<file path="config.mk">
export PLATFORM = sky130hd
export DESIGN_NAME = uart_boot_ctrl_flat
export DESIGN_NICKNAME = d
export VERILOG_FILES = /design/src/rtl/uart_boot_ctrl_if.sv /design/src/rtl/uart_boot_ctrl.sv /design/src/flat_wrapper.sv
export SDC_FILE = /design/constraint.sdc
export NUM_CORES = 1
export LEC_CHECK = 0
export BUFFER_PORTS_ARGS = -buffer_cell sky130_fd_sc_hd__buf_2
export CORE_MARGIN = 1
export CORE_UTILIZATION = 40
export CTS_BUF_LIST = sky130_fd_sc_hd__clkbuf_8
export DETAILED_ROUTE_END_ITERATION = 12
export PLACE_DENSITY_LB_ADDON = 0.3
export SLEW_MARGIN = 20
export SYNTH_ARGS = -nofsm -noshare
export SYNTH_HDL_FRONTEND = slang
export SYNTH_SLANG_ARGS = --single-unit
export TNS_END_PERCENT = 5
</file>
<file path="constraint.sdc">
create_clock -name clock -period 12.3 [get_ports clock]
set_input_delay 0.615 -clock clock [delete_from_list [all_inputs] [get_ports clock]]
set_output_delay 0.615 -clock clock [all_outputs]
set_load 0.05 [all_outputs]
</file>
<file path="src/rtl/uart_boot_ctrl_if.sv">
// uart_boot_ctrl_if
// Bundles the UART byte stream, the instruction-memory write port and the
// boot status lines of the boot-loader sequencer.
//   rx_data/rx_valid : received byte and its one-cycle strobe
//   mem_addr/mem_wdata/mem_we/mem_ready : memory write request and acceptance
//   cpu_reset/boot_done/boot_error : CPU hold, load-complete flag, error pulse
// Modports: slave is the sequencer side, master is the UART/memory/CPU side.
interface uart_boot_ctrl_if;
  logic [7:0]  rx_data;
  logic        rx_valid;
  logic [31:0] mem_addr;
  logic [31:0] mem_wdata;
  logic        mem_we;
  logic        mem_ready;
  logic        cpu_reset;
  logic        boot_done;
  logic        boot_error;

  modport slave (
    input  rx_data, rx_valid, mem_ready,
    output mem_addr, mem_wdata, mem_we, cpu_reset, boot_done, boot_error
  );

  modport master (
    output rx_data, rx_valid, mem_ready,
    input  mem_addr, mem_wdata, mem_we, cpu_reset, boot_done, boot_error
  );
endinterface

</file>
<file path="src/rtl/uart_boot_ctrl.sv">
// uart_boot_ctrl
// Boot-loader sequencer: hunts the UART byte stream for the MAGIC sync word,
// reads a big-endian word count, writes that many big-endian words to
// consecutive addresses starting at BASE_ADDR, then releases the CPU.
// Ports:
//   clock : system clock, rising edge
//   reset : asynchronous active-high reset, clears all state
//   bus   : uart_boot_ctrl_if.slave (rx byte stream, memory write port,
//           cpu_reset / boot_done / boot_error status)
module uart_boot_ctrl #(
  parameter logic [31:0] BASE_ADDR = 32'h0000_0000,
  parameter logic [31:0] MAGIC     = 32'h4341_4645,
  parameter int unsigned MAX_WORDS = 1024
) (
  input  logic              clock,
  input  logic              reset,
  uart_boot_ctrl_if.slave   bus
);

  localparam logic [31:0] MAX_COUNT = 32'(MAX_WORDS);

  typedef enum logic [1:0] {SYNC, LEN, LOAD, DONE} state_t;

  state_t      state;
  logic [31:0] sr;
  logic [1:0]  byte_cnt;
  logic [31:0] word_cnt;
  logic [31:0] word_total;

  logic [31:0] shifted;
  logic        accept;
  logic        word_done;
  logic        last_accept;

  assign shifted     = {sr[23:0], bus.rx_data};
  assign accept      = bus.mem_we && bus.mem_ready;
  assign word_done   = bus.rx_valid && (byte_cnt == 2'd3);
  assign last_accept = accept && ((word_cnt + 32'd1) == word_total);

  // Sequencer. Every output is registered here. In LOAD the acceptance of the
  // pending write and the completion of the next word are resolved in the
  // same edge, so a word landing exactly on an acceptance hands off without
  // a bubble; only a completion with a still-unaccepted write is an overrun.
  // Returning to SYNC clears the shift register so the hunt for the sync word
  // only looks at bytes received after the failure.
  always_ff @(posedge clock or posedge reset) begin
    if (reset) begin
      state          <= SYNC;
      sr             <= 32'd0;
      byte_cnt       <= 2'd0;
      word_cnt       <= 32'd0;
      word_total     <= 32'd0;
      bus.mem_addr   <= BASE_ADDR;
      bus.mem_wdata  <= 32'd0;
      bus.mem_we     <= 1'b0;
      bus.cpu_reset  <= 1'b1;
      bus.boot_done  <= 1'b0;
      bus.boot_error <= 1'b0;
    end else begin
      bus.boot_error <= 1'b0;
      case (state)
        SYNC: begin
          if (bus.rx_valid) begin
            sr <= shifted;
            if (shifted == MAGIC) begin
              byte_cnt <= 2'd0;
              state    <= LEN;
            end
          end
        end

        LEN: begin
          if (bus.rx_valid) begin
            sr       <= shifted;
            byte_cnt <= byte_cnt + 2'd1;
            if (byte_cnt == 2'd3) begin
              if (shifted == 32'd0) begin
                state         <= DONE;
                bus.cpu_reset <= 1'b0;
                bus.boot_done <= 1'b1;
              end else if (shifted > MAX_COUNT) begin
                bus.boot_error <= 1'b1;
                sr             <= 32'd0;
                state          <= SYNC;
              end else begin
                word_cnt     <= 32'd0;
                word_total   <= shifted;
                bus.mem_addr <= BASE_ADDR;
                state        <= LOAD;
              end
            end
          end
        end

        LOAD: begin
          if (bus.rx_valid) begin
            sr       <= shifted;
            byte_cnt <= byte_cnt + 2'd1;
          end
          if (accept) begin
            word_cnt   <= word_cnt + 32'd1;
            bus.mem_we <= 1'b0;
          end
          if (last_accept) begin
            state         <= DONE;
            bus.cpu_reset <= 1'b0;
            bus.boot_done <= 1'b1;
          end else if (word_done) begin
            if (bus.mem_we && !accept) begin
              bus.boot_error <= 1'b1;
              bus.mem_we     <= 1'b0;
              sr             <= 32'd0;
              byte_cnt       <= 2'd0;
              state          <= SYNC;
            end else begin
              bus.mem_wdata <= shifted;
              bus.mem_we    <= 1'b1;
              bus.mem_addr  <= BASE_ADDR + ((word_cnt + {31'd0, accept}) << 2);
            end
          end
        end

        DONE: begin
          state <= DONE;
        end

        default: begin
          state <= SYNC;
        end
      endcase
    end
  end

endmodule
</file>
<file path="src/flat_wrapper.sv">
// flat-port wrapper written by rule: the top's interface ports become plain ports
module uart_boot_ctrl_flat 
#(
  parameter logic [31:0] BASE_ADDR = 32'h0000_0000,
  parameter logic [31:0] MAGIC     = 32'h4341_4645,
  parameter int unsigned MAX_WORDS = 1024
)
  (clock, reset, bus_rx_data, bus_rx_valid, bus_mem_ready, bus_mem_addr, bus_mem_wdata, bus_mem_we, bus_cpu_reset, bus_boot_done, bus_boot_error);
  uart_boot_ctrl_if bus_i ();
  input  logic clock;
  input  logic reset;
  input wire logic [$bits(bus_i.rx_data)-1:0] bus_rx_data;
  input wire logic [$bits(bus_i.rx_valid)-1:0] bus_rx_valid;
  input wire logic [$bits(bus_i.mem_ready)-1:0] bus_mem_ready;
  output wire logic [$bits(bus_i.mem_addr)-1:0] bus_mem_addr;
  output wire logic [$bits(bus_i.mem_wdata)-1:0] bus_mem_wdata;
  output wire logic [$bits(bus_i.mem_we)-1:0] bus_mem_we;
  output wire logic [$bits(bus_i.cpu_reset)-1:0] bus_cpu_reset;
  output wire logic [$bits(bus_i.boot_done)-1:0] bus_boot_done;
  output wire logic [$bits(bus_i.boot_error)-1:0] bus_boot_error;
  assign bus_i.rx_data = bus_rx_data;
  assign bus_i.rx_valid = bus_rx_valid;
  assign bus_i.mem_ready = bus_mem_ready;
  assign bus_mem_addr = bus_i.mem_addr;
  assign bus_mem_wdata = bus_i.mem_wdata;
  assign bus_mem_we = bus_i.mem_we;
  assign bus_cpu_reset = bus_i.cpu_reset;
  assign bus_boot_done = bus_i.boot_done;
  assign bus_boot_error = bus_i.boot_error;
  uart_boot_ctrl #(.BASE_ADDR(BASE_ADDR), .MAGIC(MAGIC), .MAX_WORDS(MAX_WORDS)) u_core (.clock(clock), .reset(reset), .bus(bus_i));
endmodule
</file>
After elaboration in Yosys (flattened, before gate mapping)
Cells that the tools add are included.

storage, ports and cells
  flip-flop bits (word level) = 168
  bits of input ports = 12
  output and inout port bits = 68
  logic and storage cells = 114

cells by class
  add/subtract/negate cells = 3
  $lt $le $gt $ge = 1
  eq/ne operators = 20
  multiplexer cells = 58
  bitwise operators = 4
  reduce and logical (&&, ||, !) cells = 17

operators by type and width
  kind                                                                      number
  32-bit 2-to-1 mux                                                         16
  32-bit one-hot mux with 2 select lines                                    2
  32-bit one-hot mux with 3 select lines                                    1
  32-bit by 1-bit adder with 32-bit output (second input constant)          1
  32-bit by 31-bit equality test with 1-bit output (second input constant)  1
  32-bit equality test                                                      1
  32-bit by 11-bit > comparator with 1-bit output (second input constant)   1
  32-bit zero test                                                          1
  30-bit by 1-bit adder with 30-bit output                                  1
  2-bit 2-to-1 mux                                                          15
  1-bit 2-to-1 mux                                                          19
  2-bit by 1-bit inequality test with 1-bit output (second input constant)  6
  2-bit inequality test (second input constant)                             6
  6-bit AND reduction                                                       2
  5-bit AND reduction                                                       2
  2-bit one-hot mux with 4 select lines                                     1
  8-bit AND reduction                                                       1
  2-bit equality test (second input constant)                               3
  3-bit by 1-bit inequality test with 1-bit output (second input constant)  2
  1-bit one-hot mux with 2 select lines                                     3
  2-bit one-hot mux with 3 select lines                                     1
  1-bit logical AND                                                         4
  1-bit inverter                                                            4
  4-bit AND reduction                                                       1
  other kinds (8)                                                           8

Logic depth before layout (Yosys ltp)
  word-level depth = 7
  mapped depth = 12
  mapped depth without buffers = 11

Worst setup path before layout
No wires, ideal clock.

  path kind = reg2reg
  start = register u_core.word_cnt[0]
  end = register u_core.bus.mem_wdata[0]
  library setup time = 0.125 ns
  arrival time = 3.579 ns
  data required time = 12.175 ns
  path slack = 8.596 ns
  cell stages (with the launch flop) = 13
  path buffers = 3
  period minus slack after synthesis = 3.704 ns
  path through = dfrtp_1 -> ha_1 -> nand3_2 -> or4_4 -> buf_6 -> o21a_1 -> a211o_1 -> or4_4 -> nor4_4 -> or2_1 -> buf_6 -> buf_12 -> mux2_4

between the ends
  cells in the longest elaborated chain, start to end = 5

RTL lines
  element                                   line                     RTL
  start: declaration                        uart_boot_ctrl.sv:27     logic [31:0] word_cnt;
  start signal: assignment                  uart_boot_ctrl.sv:101    word_cnt <= word_cnt + 32'd1;
  32-bit by 1-bit adder with 32-bit output  uart_boot_ctrl.sv:38     assign last_accept = accept && ((word_cnt + 32'd1) == word_total);
  32-bit equality test                      uart_boot_ctrl.sv:38
  1-bit logical AND                         uart_boot_ctrl.sv:38
  1-bit inverter (no line)                  -
  4-bit AND reduction (no line)             -
  end signal: assignment                    uart_boot_ctrl.sv:116    bus.mem_wdata <= shifted;
  end: declaration                          uart_boot_ctrl_if.sv:21  output mem_addr, mem_wdata, mem_we, cpu_reset, boot_done, boot_error

Every way passes these cells.
A chain may end at the register's enable or synchronous reset.

Worst setup path after layout
  start = register u_core.word_cnt[12]
  end = register u_core.bus.mem_wdata[31]

Same word-level chain as after synthesis.

==> results.py <==
metrics = {
    "run_status": {
        "status": "completed",
    },
    "drt": {
        "drt_pass1_iterations": 5,
        "drc": 0,
        "avgRoutedWirePerCell_um": 18.7,
        "vias_per_cell": 5.75,
        "ant_nets": 0,
        "drtIter0Drc": 581,
        "routed_wl_um": 21400,
        "route.vias.total": 6553,
    },
    "sta": {
        "slew_headroom_pct": 28.2,
        "fin_ws_ns": 7.27,
        "fin_crit_ns": 5.03,
        "rsz0062_at_grt": "no",
        "fmax_mhz": 199,
        "whs_ns": 0.313,
        "fin_crit_sh_pct": 40.9,
        "skew_ns": 0.0138,
        "worst_pin_slew_ns": 1.08,
        "slew_viol_final": 0,
        "setup_violations": 0,
        "fin_tns_setup_ns": 0,
        "hold_viol": 0,
    },
    "clock_network": {
        "cts.path.max_buffers": 2,
        "cts_root_buf": "clkbuf_8",
        "numCtsBuffers": 17,
        "ctsResizeCount": 0,
        "hold_buffers": 0,
        "post_cts_buffers": 0,
        "cts_sinks": 158,
        "cts_tree": "built",
        "clock_latency_ns": 0.47,
        "cts_max_level": 4,
        "clk_pin_slew_worst_paths_ns": 0.10,
    },
    "synthesis": {
        "ys_top_cells_by_area": "dfrtp_1 (47%), mux2_4 (5.3%), xnor2_1 (4.2%), nand2_1 (3.8%), xor2_1 (2.8%)",
        "synthesis.area_um2": 8420,
        "yosys_warnings": 0,
        "synthTopCellsByCount": "dfrtp_1 (157), nand2_1 (86), clkbuf_1 (48)",
        "synth_top_flop_cell": "dfrtp_1",
        "synth.distinct_cells": 64,
        "yosys.area.top_type": "dfrtp_1",
        "synth-seq-area-share_pct": 46.9,
        "ys_ff_latch": 158,
        "syn-instance-count": 822,
        "ys_async_sr_fraction_pct": 100,
        "synth-edff-count": 0,
        "netlist.area_leader.share_pct": 46.6,
        "synth_area_per_cell_um2": 10.2,
        "synth.most_common_cell": "dfrtp_1",
    },
    "worst_setup_path": {
        "cp_max_fo": 32,
        "worstPathArrival_ns": 5.39,
        "r2r_slack_ns": 7.27,
        "regToRegStartpoint": "u_core.word_cnt[12]",
        "worst_setup_path_end_kind": "flip-flop",
        "reg2regPathDepth": 8,
        "critPathKind": "reg2reg",
        "crit_required_ns": 12.66,
        "critPathLaunch": "u_core.word_cnt[12]",
        "startpoint_type": "flip-flop",
        "critical_path.endpoint": "u_core.bus.mem_wdata[31]",
        "rr_endpoint": "u_core.bus.mem_wdata[31]",
    },
    "layout": {
        "area_delta_synth_final_pct": 9.86,
        "fillers": 1920,
        "diodes": 0,
        "drive_gt1_share_pct": 20.8,
        "finish.net_count": 879,
    },
    "floorplan": {
        "dieArea_um2": 21600,
        "coreArea_um2": 20400,
        "fp.dieH_um": 147,
        "ios": 80,
        "die_x_um": 147,
        "start_util_pct": 41.2,
        "rows": 52,
    },
    "placement": {
        "dpl.hpwl_um": 15000,
        "place.gp.congestion": 0.953,
        "place_ws_ns": 7.37,
        "port_buffers": 77,
    },
    "power_and_ir_drop": {
        "p_seq_share_pct": 56.6,
        "max-vdd-ir-drop_uv": 61.3,
        "powerDensity_nw_per_um2": 99.7,
        "power.total_w": 0.000922,
        "clockPowerShare_pct": 41.2,
        "swShare_pct": 26.9,
        "power.leakage_nw": 4.26,
        "combPwrFrac_pct": 2.1,
        "switching_power_w": 0.000248,
        "internal_power_w": 0.000674,
    },
    "flow_run": {
        "cap_viol_max_count": 0,
    },
    "global_route": {
        "grt_pass1_wl_um": 34900,
        "grtUsageTotal_pct": 20.6,
        "grt_pass1_vias": 6162,
        "antenna_found_initial": 0,
        "overflow": 0,
        "grt_max_degree": 91,
    },
    "min_path": {
        "hp-class": "in2async",
    },
}
[cell type report]
| type | instances | area [µm²] | share of cell area, % |
|---|---|---|---|
| Tap cell | 270 | 338 | 3.65 |
| Clock buffer | 17 | 234 | 2.53 |
| Sequential cell | 158 | 3960 | 42.7 |
| Multi-Input combinational cell | 585 | 4090 | 44.2 |
| Timing Repair Buffer | 84 | 438 | 4.73 |
| Inverter | 11 | 46.3 | 0.500 |
| Clock inverter | 15 | 153 | 1.65 |
[how the worst min path moves through the flow]
stage / from / slack (ns) / to
after floorplan: u_core.word_cnt[31] / 0.47 / u_core.word_cnt[31]
after global placement: u_core.bus.cpu_reset / 0.45 / u_core.bus.cpu_reset
after detailed placement: u_core.bus.cpu_reset / 0.45 / u_core.bus.cpu_reset
after CTS: reset / 0.32 / u_core.bus.mem_wdata[24]
after global routing: reset / 0.36 / u_core.bus.mem_wdata[24]
final: reset / 0.31 / u_core.byte_cnt[1]
[layout by cell type (no fill, tap or decap), drive strengths merged, types with 4 or more instances in the layout]
master / Yosys / routed
or4: 10 / 10
and3: 7 / 7
nor3: 15 / 15
o21a: 4 / 4
dfrtp: 157 / 157
ha: 10 / 10
o21ai: 40 / 40
o22ai: 35 / 35
nand4: 24 / 24
a31oi: 11 / 11
buf: 20 / 84
nand3: 23 / 23
a22o: 25 / 25
or2: 5 / 5
nor2: 34 / 34
mux2: 45 / 45
or3: 4 / 4
xor2: 27 / 27
and2: 25 / 25
nor2b: 4 / 4
nand2: 86 / 86
clkbuf: 49 / 17
clkinv: 0 / 7
a21oi: 20 / 20
o31ai: 20 / 20
nor4: 21 / 21
and4: 6 / 6
inv: 11 / 17
o41ai: 7 / 7
xnor2: 40 / 40
[cell families after synthesis]
logic type	Yosys count	share of synthesized area (%)
simple gates	274	17.3
compound gates	184	14.7
flops	158	46.9
buf+inv	80	4.77
xor+xnor	67	6.97
mux	48	7.71
fa+ha+maj	10	1.49
other cells	1	0.0445
[flip-flops by register name, indices dropped and copies added (netlist names)]
register	flops
u_core.bus.mem_wdata	32
u_core.bus.boot_error	1
u_core.byte_cnt	2
u_core.bus.boot_done	1
u_core.word_cnt	32
u_core.word_total	32
u_core.bus.mem_addr	30
u_core.bus.cpu_reset	1
u_core.state	2
u_core.sr	24
u_core.bus.mem_we	1
[critical path, cell delays in order (launching register included)]
cell	delay [ns]
dfrtp_1	0.63
nand4_1	0.39
nor3_1	0.95
nand3_1	0.25
xnor2_1	0.19
or4_1	0.57
nor4_4	0.57
or2_2	0.93
mux2_2	0.41
[power by group through the flow]
stage	Combinational, W	Sequential (W)	Clock, W
3_5_place_dp	0.0000205	0.000533	0
4_1_cts	0.0000205	0.000522	0.000391
3_3_place_gp	0.0000205	0.000533	0
5_1_grt	0.0000226	0.000523	0.000410
2_1_floorplan	0.0000130	0.000532	0
6_report	0.0000195	0.000522	0.000380
[stage by stage]
stage               util (%)  area (µm²)  std cells
global route            45.3        9260       1140
floorplan                  -        8430        823
finish                  45.3        9260       1140
global placement        43.4        8860       1108
CTS                     45.3        9250       1140
detailed placement      43.4        8860       1108
[per-layer routing]
layer  up-vias  GRT usage [%]  routed length, µm
li1       3075              -                  -
met1      3240           30.9              10600
met2       206           29.3               9220
met5         -              0                  0
met4         0           6.75                402
met3        32           4.13               1150
Note: power is estimated with default switching activity, not from simulation.
